[config.mk]
export PLATFORM = sky130hd
export DESIGN_NAME = rv32_alu_multicycle_unit
export DESIGN_NICKNAME = d
export VERILOG_FILES = /design/src/rtl/rv32_alu_pkg.sv /design/src/rtl/rv32_alu_chunk_slice.sv /design/src/rtl/rv32_alu_multicycle_unit.sv
export SDC_FILE = /design/constraint.sdc
export NUM_CORES = 1
export LEC_CHECK = 0
export CAP_MARGIN = 40
export CORE_MARGIN = 2
export CORE_UTILIZATION = 50
export DETAILED_ROUTE_END_ITERATION = 8
export GPL_ROUTABILITY_DRIVEN = 1
export PLACE_DENSITY = 0.79
export RECOVER_POWER = 50
export SYNTH_ARGS = -nofsm -noshare
export SYNTH_HDL_FRONTEND = slang
export SYNTH_SLANG_ARGS = --single-unit
[constraint.sdc]
create_clock -name i_clk -period 5.2 [get_ports i_clk]
set_input_delay 1.04 -clock i_clk [delete_from_list [all_inputs] [get_ports i_clk]]
set_output_delay 1.04 -clock i_clk [all_outputs]
set_load 0.02 [all_outputs]
[src/rtl/rv32_alu_pkg.sv]
// rtl/rv32_alu_pkg.sv - shared types and constants for the multicycle ALU
// Purpose: operation encodings, FSM state type and datapath width used by
//          rv32_alu_multicycle_unit and rv32_alu_chunk_slice.
// Ports:   none (package).
package rv32_alu_pkg;

   localparam int XLEN = 32;

   typedef enum logic [1:0] {
      ALU_ADD = 2'b00,
      ALU_SUB = 2'b01,
      ALU_AND = 2'b10,
      ALU_OR  = 2'b11
   } alu_op_e;

   typedef enum logic [1:0] {
      IDLE    = 2'b00,
      COMPUTE = 2'b01,
      DONE    = 2'b10
   } alu_fsm_state_e;

endpackage

[src/rtl/rv32_alu_chunk_slice.sv]
// rtl/rv32_alu_chunk_slice.sv - combinational CHUNK_W-bit ALU slice
// Purpose: computes one chunk of the ALU result and the carry into the next chunk.
// Ports:
//   a, b     CHUNK_W-bit operand slices
//   op       2-bit operation select (alu_op_e encoding)
//   cin      carry into this slice
//   res      CHUNK_W-bit result slice
//   cout     carry out of this slice (0 for AND/OR)
module rv32_alu_chunk_slice
   import rv32_alu_pkg::*;
#(
   parameter int CHUNK_W = 8
) (
   input  logic [CHUNK_W-1:0] a,
   input  logic [CHUNK_W-1:0] b,
   input  logic [1:0]         op,
   input  logic               cin,
   output logic [CHUNK_W-1:0] res,
   output logic               cout
);

   logic [CHUNK_W:0] sum;
   logic [CHUNK_W-1:0] b_eff;

   // Subtraction is A + ~B + 1; the +1 arrives as the carry-in of the first chunk.
   always_comb begin
      b_eff = (alu_op_e'(op) == ALU_SUB) ? ~b : b;
      sum   = {1'b0, a} + {1'b0, b_eff} + {{CHUNK_W{1'b0}}, cin};
      res   = sum[CHUNK_W-1:0];
      cout  = sum[CHUNK_W];
      case (alu_op_e'(op))
         ALU_AND: begin
            res  = a & b;
            cout = 1'b0;
         end
         ALU_OR: begin
            res  = a | b;
            cout = 1'b0;
         end
         default: ;
      endcase
   end

endmodule

[src/rtl/rv32_alu_multicycle_unit.sv]
// rtl/rv32_alu_multicycle_unit.sv - chunked multicycle ALU with valid/hold handshake
// Purpose: accepts an operand pair and op in IDLE, computes the result one
//          CHUNK_W slice per cycle, then holds it with o_data_valid high until
//          i_stall_reset drops.
// Ports:
//   i_clk            clock, rising edge
//   i_rst            synchronous active-high reset
//   i_en_alu         request, sampled only in IDLE
//   i_operand_one    operand A (captured on acceptance)
//   i_operand_two    operand B (captured on acceptance)
//   i_alu_sel        op: 00 ADD, 01 SUB, 10 AND, 11 OR
//   i_stall_reset    high in DONE holds the result, low releases to IDLE
//   o_result         32-bit result (registered)
//   o_carry_out      carry / not-borrow flag (registered)
//   o_data_valid     result valid (registered)
module rv32_alu_multicycle_unit
   import rv32_alu_pkg::*;
#(
   parameter int CHUNK_W = 8
) (
   input  logic        i_clk,
   input  logic        i_rst,
   input  logic        i_en_alu,
   input  logic [31:0] i_operand_one,
   input  logic [31:0] i_operand_two,
   input  logic [1:0]  i_alu_sel,
   input  logic        i_stall_reset,
   output logic [31:0] o_result,
   output logic        o_carry_out,
   output logic        o_data_valid
);

   localparam int N_CHUNKS = XLEN / CHUNK_W;
   localparam int IDX_W    = (N_CHUNKS > 1) ? $clog2(N_CHUNKS) : 1;
   localparam logic [XLEN-1:0] SLICE_MASK = XLEN'((64'd1 << CHUNK_W) - 64'd1);

   alu_fsm_state_e state_q, state_d;

   logic [XLEN-1:0]    op_a_q, op_b_q;
   alu_op_e            op_q;
   logic [IDX_W-1:0]   idx_q;
   logic               carry_q;
   logic [XLEN-1:0]    result_q;
   logic               carry_out_q;
   logic               valid_q;

   logic [4:0]         slice_shift;
   logic [CHUNK_W-1:0] a_slice, b_slice, res_slice;
   logic               slice_cout;
   logic               last_chunk;

   // Slices are picked with shifts rather than indexed part-selects so the
   // same code works for every legal CHUNK_W, including a single 32-bit chunk.
   assign slice_shift = 5'(32'(idx_q) * 32'(CHUNK_W));
   assign a_slice     = CHUNK_W'(op_a_q >> slice_shift);
   assign b_slice     = CHUNK_W'(op_b_q >> slice_shift);
   assign last_chunk  = (idx_q == IDX_W'(N_CHUNKS - 1));

   rv32_alu_chunk_slice #(
      .CHUNK_W (CHUNK_W)
   ) u_slice (
      .a    (a_slice),
      .b    (b_slice),
      .op   (op_q),
      .cin  (carry_q),
      .res  (res_slice),
      .cout (slice_cout)
   );

   always_comb begin
      state_d = state_q;
      case (state_q)
         IDLE:    if (i_en_alu)       state_d = COMPUTE;
         COMPUTE: if (last_chunk)     state_d = DONE;
         DONE:    if (!i_stall_reset) state_d = IDLE;
         default:                     state_d = IDLE;
      endcase
   end

   always_ff @(posedge i_clk) begin
      if (i_rst) begin
         state_q     <= IDLE;
         op_a_q      <= '0;
         op_b_q      <= '0;
         op_q        <= ALU_ADD;
         idx_q       <= '0;
         carry_q     <= 1'b0;
         result_q    <= '0;
         carry_out_q <= 1'b0;
         valid_q     <= 1'b0;
      end else begin
         state_q <= state_d;
         case (state_q)
            IDLE: begin
               if (i_en_alu) begin
                  op_a_q  <= i_operand_one;
                  op_b_q  <= i_operand_two;
                  op_q    <= alu_op_e'(i_alu_sel);
                  idx_q   <= '0;
                  carry_q <= (alu_op_e'(i_alu_sel) == ALU_SUB);
               end
            end
            COMPUTE: begin
               result_q <= (result_q & ~(SLICE_MASK << slice_shift))
                         | (XLEN'(res_slice) << slice_shift);
               carry_q  <= slice_cout;
               idx_q    <= idx_q + IDX_W'(1);
               // The visible flag only changes once the full-width carry is known.
               if (last_chunk) begin
                  carry_out_q <= slice_cout;
                  valid_q     <= 1'b1;
               end
            end
            DONE: begin
               if (!i_stall_reset) valid_q <= 1'b0;
            end
            default: ;
         endcase
      end
   end

   assign o_result     = result_q;
   assign o_carry_out  = carry_out_q;
   assign o_data_valid = valid_q;

endmodule

==> results.json <==
{
  "grt-ovfl-total": 0,
  "worstSetupPathType": "primary input to flop",
  "grt_pass1_wl_mm": 19.1,
  "cts.htree.levels": 3,
  "relSlewSlack": -0.623,
  "async_flop_share": 0,
  "tns_ns": 0,
  "synth_cell_type_count": 48,
  "cp.required_ns": 5.49,
  "timing_hold_violations_final": 0,
  "syn_area_um2": 4870,
  "synth_nets": 669,
  "ctsLongestPathBuffers": 2,
  "vdd_drop_max_mv": 0.122,
  "cts_hold_buf": 0,
  "intPower_w": 0.00118,
  "drtAntennaViolNets": 0,
  "dr_total_vias": 4291,
  "grt_pass1_vias": 4132,
  "synth-compound-area-share": 0.175,
  "die_width_um": 103,
  "ys_top_cells_by_count": "nand2_1 (188), dfxtp_1 (105), a21oi_1 (92)",
  "slew_violations": 67,
  "fmax_mhz": 261,
  "sw_frac_of_total": 0.286,
  "wirelength_mm": 11.7,
  "cp.arrival_ns": 4.13,
  "worstPathCellList": "dlygate4sd3_1 -> inv_1 -> nor3_1 -> clkbuf_1 -> nand2_1 -> a21oi_1",
  "maxCapViolations": 1,
  "synth-adder-area-share": 0.0411,
  "pwr-share-comb": 0.192,
  "pwr-share-clk": 0.279,
  "syn_area_per_cell_um2": 8.30,
  "antennaDiodeCount": 0,
  "firstDrtPassIters": 4,
  "seq_power_share": 0.529,
  "antenna_found_initial": 0,
  "routabilityCongestion": 0.919,
  "synthSimpleGateAreaFrac": 0.205,
  "cts_tree": "yes",
  "synth_most_common_cell": "nand2_1",
  "cts-root-buf": "clkbuf_8",
  "dieArea_um2": 10500,
  "fillerInstances": 851,
  "nNetsFinal": 752,
  "clock_skew_ns": 0.0114,
  "post_cts_resized": 0,
  "numClockSinks": 105,
  "powerDensity_nw_per_um2": 271,
  "status": "finished with violations",
  "start_util": 0.507,
  "synth_top_area_frac": 0.432,
  "finalSetupViolCount": 0,
  "cpPeakStageDelay_ns": 1.75,
  "row_count": 36,
  "drc": 0,
  "via_per_inst": 5.32,
  "synthMuxAreaShare": 0.0836,
  "synth_warnings": 0,
  "worst_skew_pair.late_latency_ns": 0.37,
  "synth_xor_area_frac": 0.0180,
  "slowest_stage": "clkbuf_1",
  "grt_max_degree": 67,
  "max_slew.worst_pin.slew_ns": 2.43,
  "syn_to_final_growth_pct": 25.2,
  "syn_inst": 586,
  "period_share": 0.737,
  "worstSetupStartpointType": "primary input",
  "period_minus_slack_ns": 3.84,
  "fp.dieH_um": 103,
  "grt_usage": 0.230,
  "drive_above_1_share": 0.0653,
  "core_area_um2": 9590,
  "final_util": 0.635,
  "hold_path.class": "flop to flop",
  "drt_iter0_drc": 142,
  "synth_seq_cells": 105,
  "post_cts_buffers": 0,
  "end_kind": "flop",
  "hpwlAfterDp_mm": 8.89,
  "cts_made_buffers": 9,
  "design_power_total_w": 0.00165,
  "cp_max_fo": 66,
  "io_buffers": 103,
  "synth_area_leaders": "dfxtp_1 (43%), nand2_1 (15%), a21oi_1 (9.5%)",
  "synth_top_family_by_area": "simple AND/OR/NAND/NOR gates",
  "p_leak_nw": 2.30,
  "path_clk_slew_ns": 0.09,
  "yosysTopAreaCell": "dfxtp_1",
  "wl_per_cell_um": 14.5,
  "synth_edf_count": 0,
  "rsz0062_at_grt": "no",
  "ys.flop_type": "dfxtp_1",
  "ys_seq_area_frac": 0.432,
  "io_pins": 104,
  "violations": "capacitance limit, slew limit",
  "p_sw_w": 0.000471
}
## kinds of logic after synthesis
| kind of cell | after synthesis |
|---|---|
| xor+xnor | 10 |
| buf+inv | 46 |
| fa+ha+maj | 15 |
| compound gates | 151 |
| simple gates | 240 |
| flops | 105 |
| mux | 19 |
## power groups by stage
| stage | combinational (W) | sequential [W] | clock [W] |
|---|---|---|---|
| after floorplan | 0.000206 | 0.000886 | 0 |
| after global placement | 0.000306 | 0.000890 | 0 |
| after detailed placement | 0.000317 | 0.000891 | 0 |
| after CTS | 0.000319 | 0.000872 | 0.000464 |
| after global routing | 0.000350 | 0.000877 | 0.000487 |
| final | 0.000317 | 0.000871 | 0.000460 |
## metal layers
layer  vias to the layer above  GRT usage  share of wire
met4                         0     0.0821          0.023
met5                         -          0              0
li1                       2168          -              -
met1                      1970      0.294           0.44
met3                        24     0.0359          0.052
met2                       129      0.397           0.48
## flip-flops by register name (all words and copies together), names as in the netlist
signal,count
carry_q,1
idx_q,2
o_carry_out,1
o_data_valid,1
o_result,32
op_a_q,32
op_b_q,32
op_q,2
state_q,2
## worst paths after layout
| path | slack (ns) | cells after the start | start | to |
|---|---|---|---|---|
| min reg2reg | 0.45 | 2 | o_result[26] | o_result[26] |
| max | 1.37 | 6 | i_en_alu | op_b_q[4] |
| max reg2reg | 1.40 | 7 | idx_q[0] | o_result[15] |
| min | 0.45 | 2 | o_result[26] | o_result[26] |
## final cells by class
type                       count  area [µm²]  share of cell area
clock buffer                  12         145              0.0238
inverter                      10        37.5             0.00616
timing repair buffer         108        1070               0.175
multi-input combinational    435        2540               0.417
clock inverter                 4        28.8             0.00472
tap                          133         166              0.0273
sequential                   105        2100               0.345
## per-stage QoR
stage	std cells	cell area (µm²)	setup slack [ns]	hold slack [ns]
final	807	6090	1.37	0.449
after global routing	807	6090	0.939	0.467
after CTS	807	6100	1.68	0.454
after detailed placement	791	5930	1.69	0.442
after global placement	790	5910	1.79	0.435
after floorplan	586	4870	2.29	0.432
## critical path, delay by kind of cell
kind / cells / cell delay [ns]
buffers and inverters: 3 / 2.42
AOI/OAI and AO/OA: 1 / 0.22
and+or+nand+nor: 2 / 0.42
## placed cells by master, fill, tap and decap left out, drive strengths merged, types with 5 or more instances in the layout
cell type	instances
clkbuf	14
inv	10
nand2	188
clkdlybuf4s50	67
o21ai	28
ha	11
nor2	21
nor2b	5
dlygate4sd3	35
dfxtp	105
mux4	16
nor3	5
a21oi	93
nand3	10
o211ai	8
a221oi	5
xnor2	9
(Power assumes the default switching activity.)
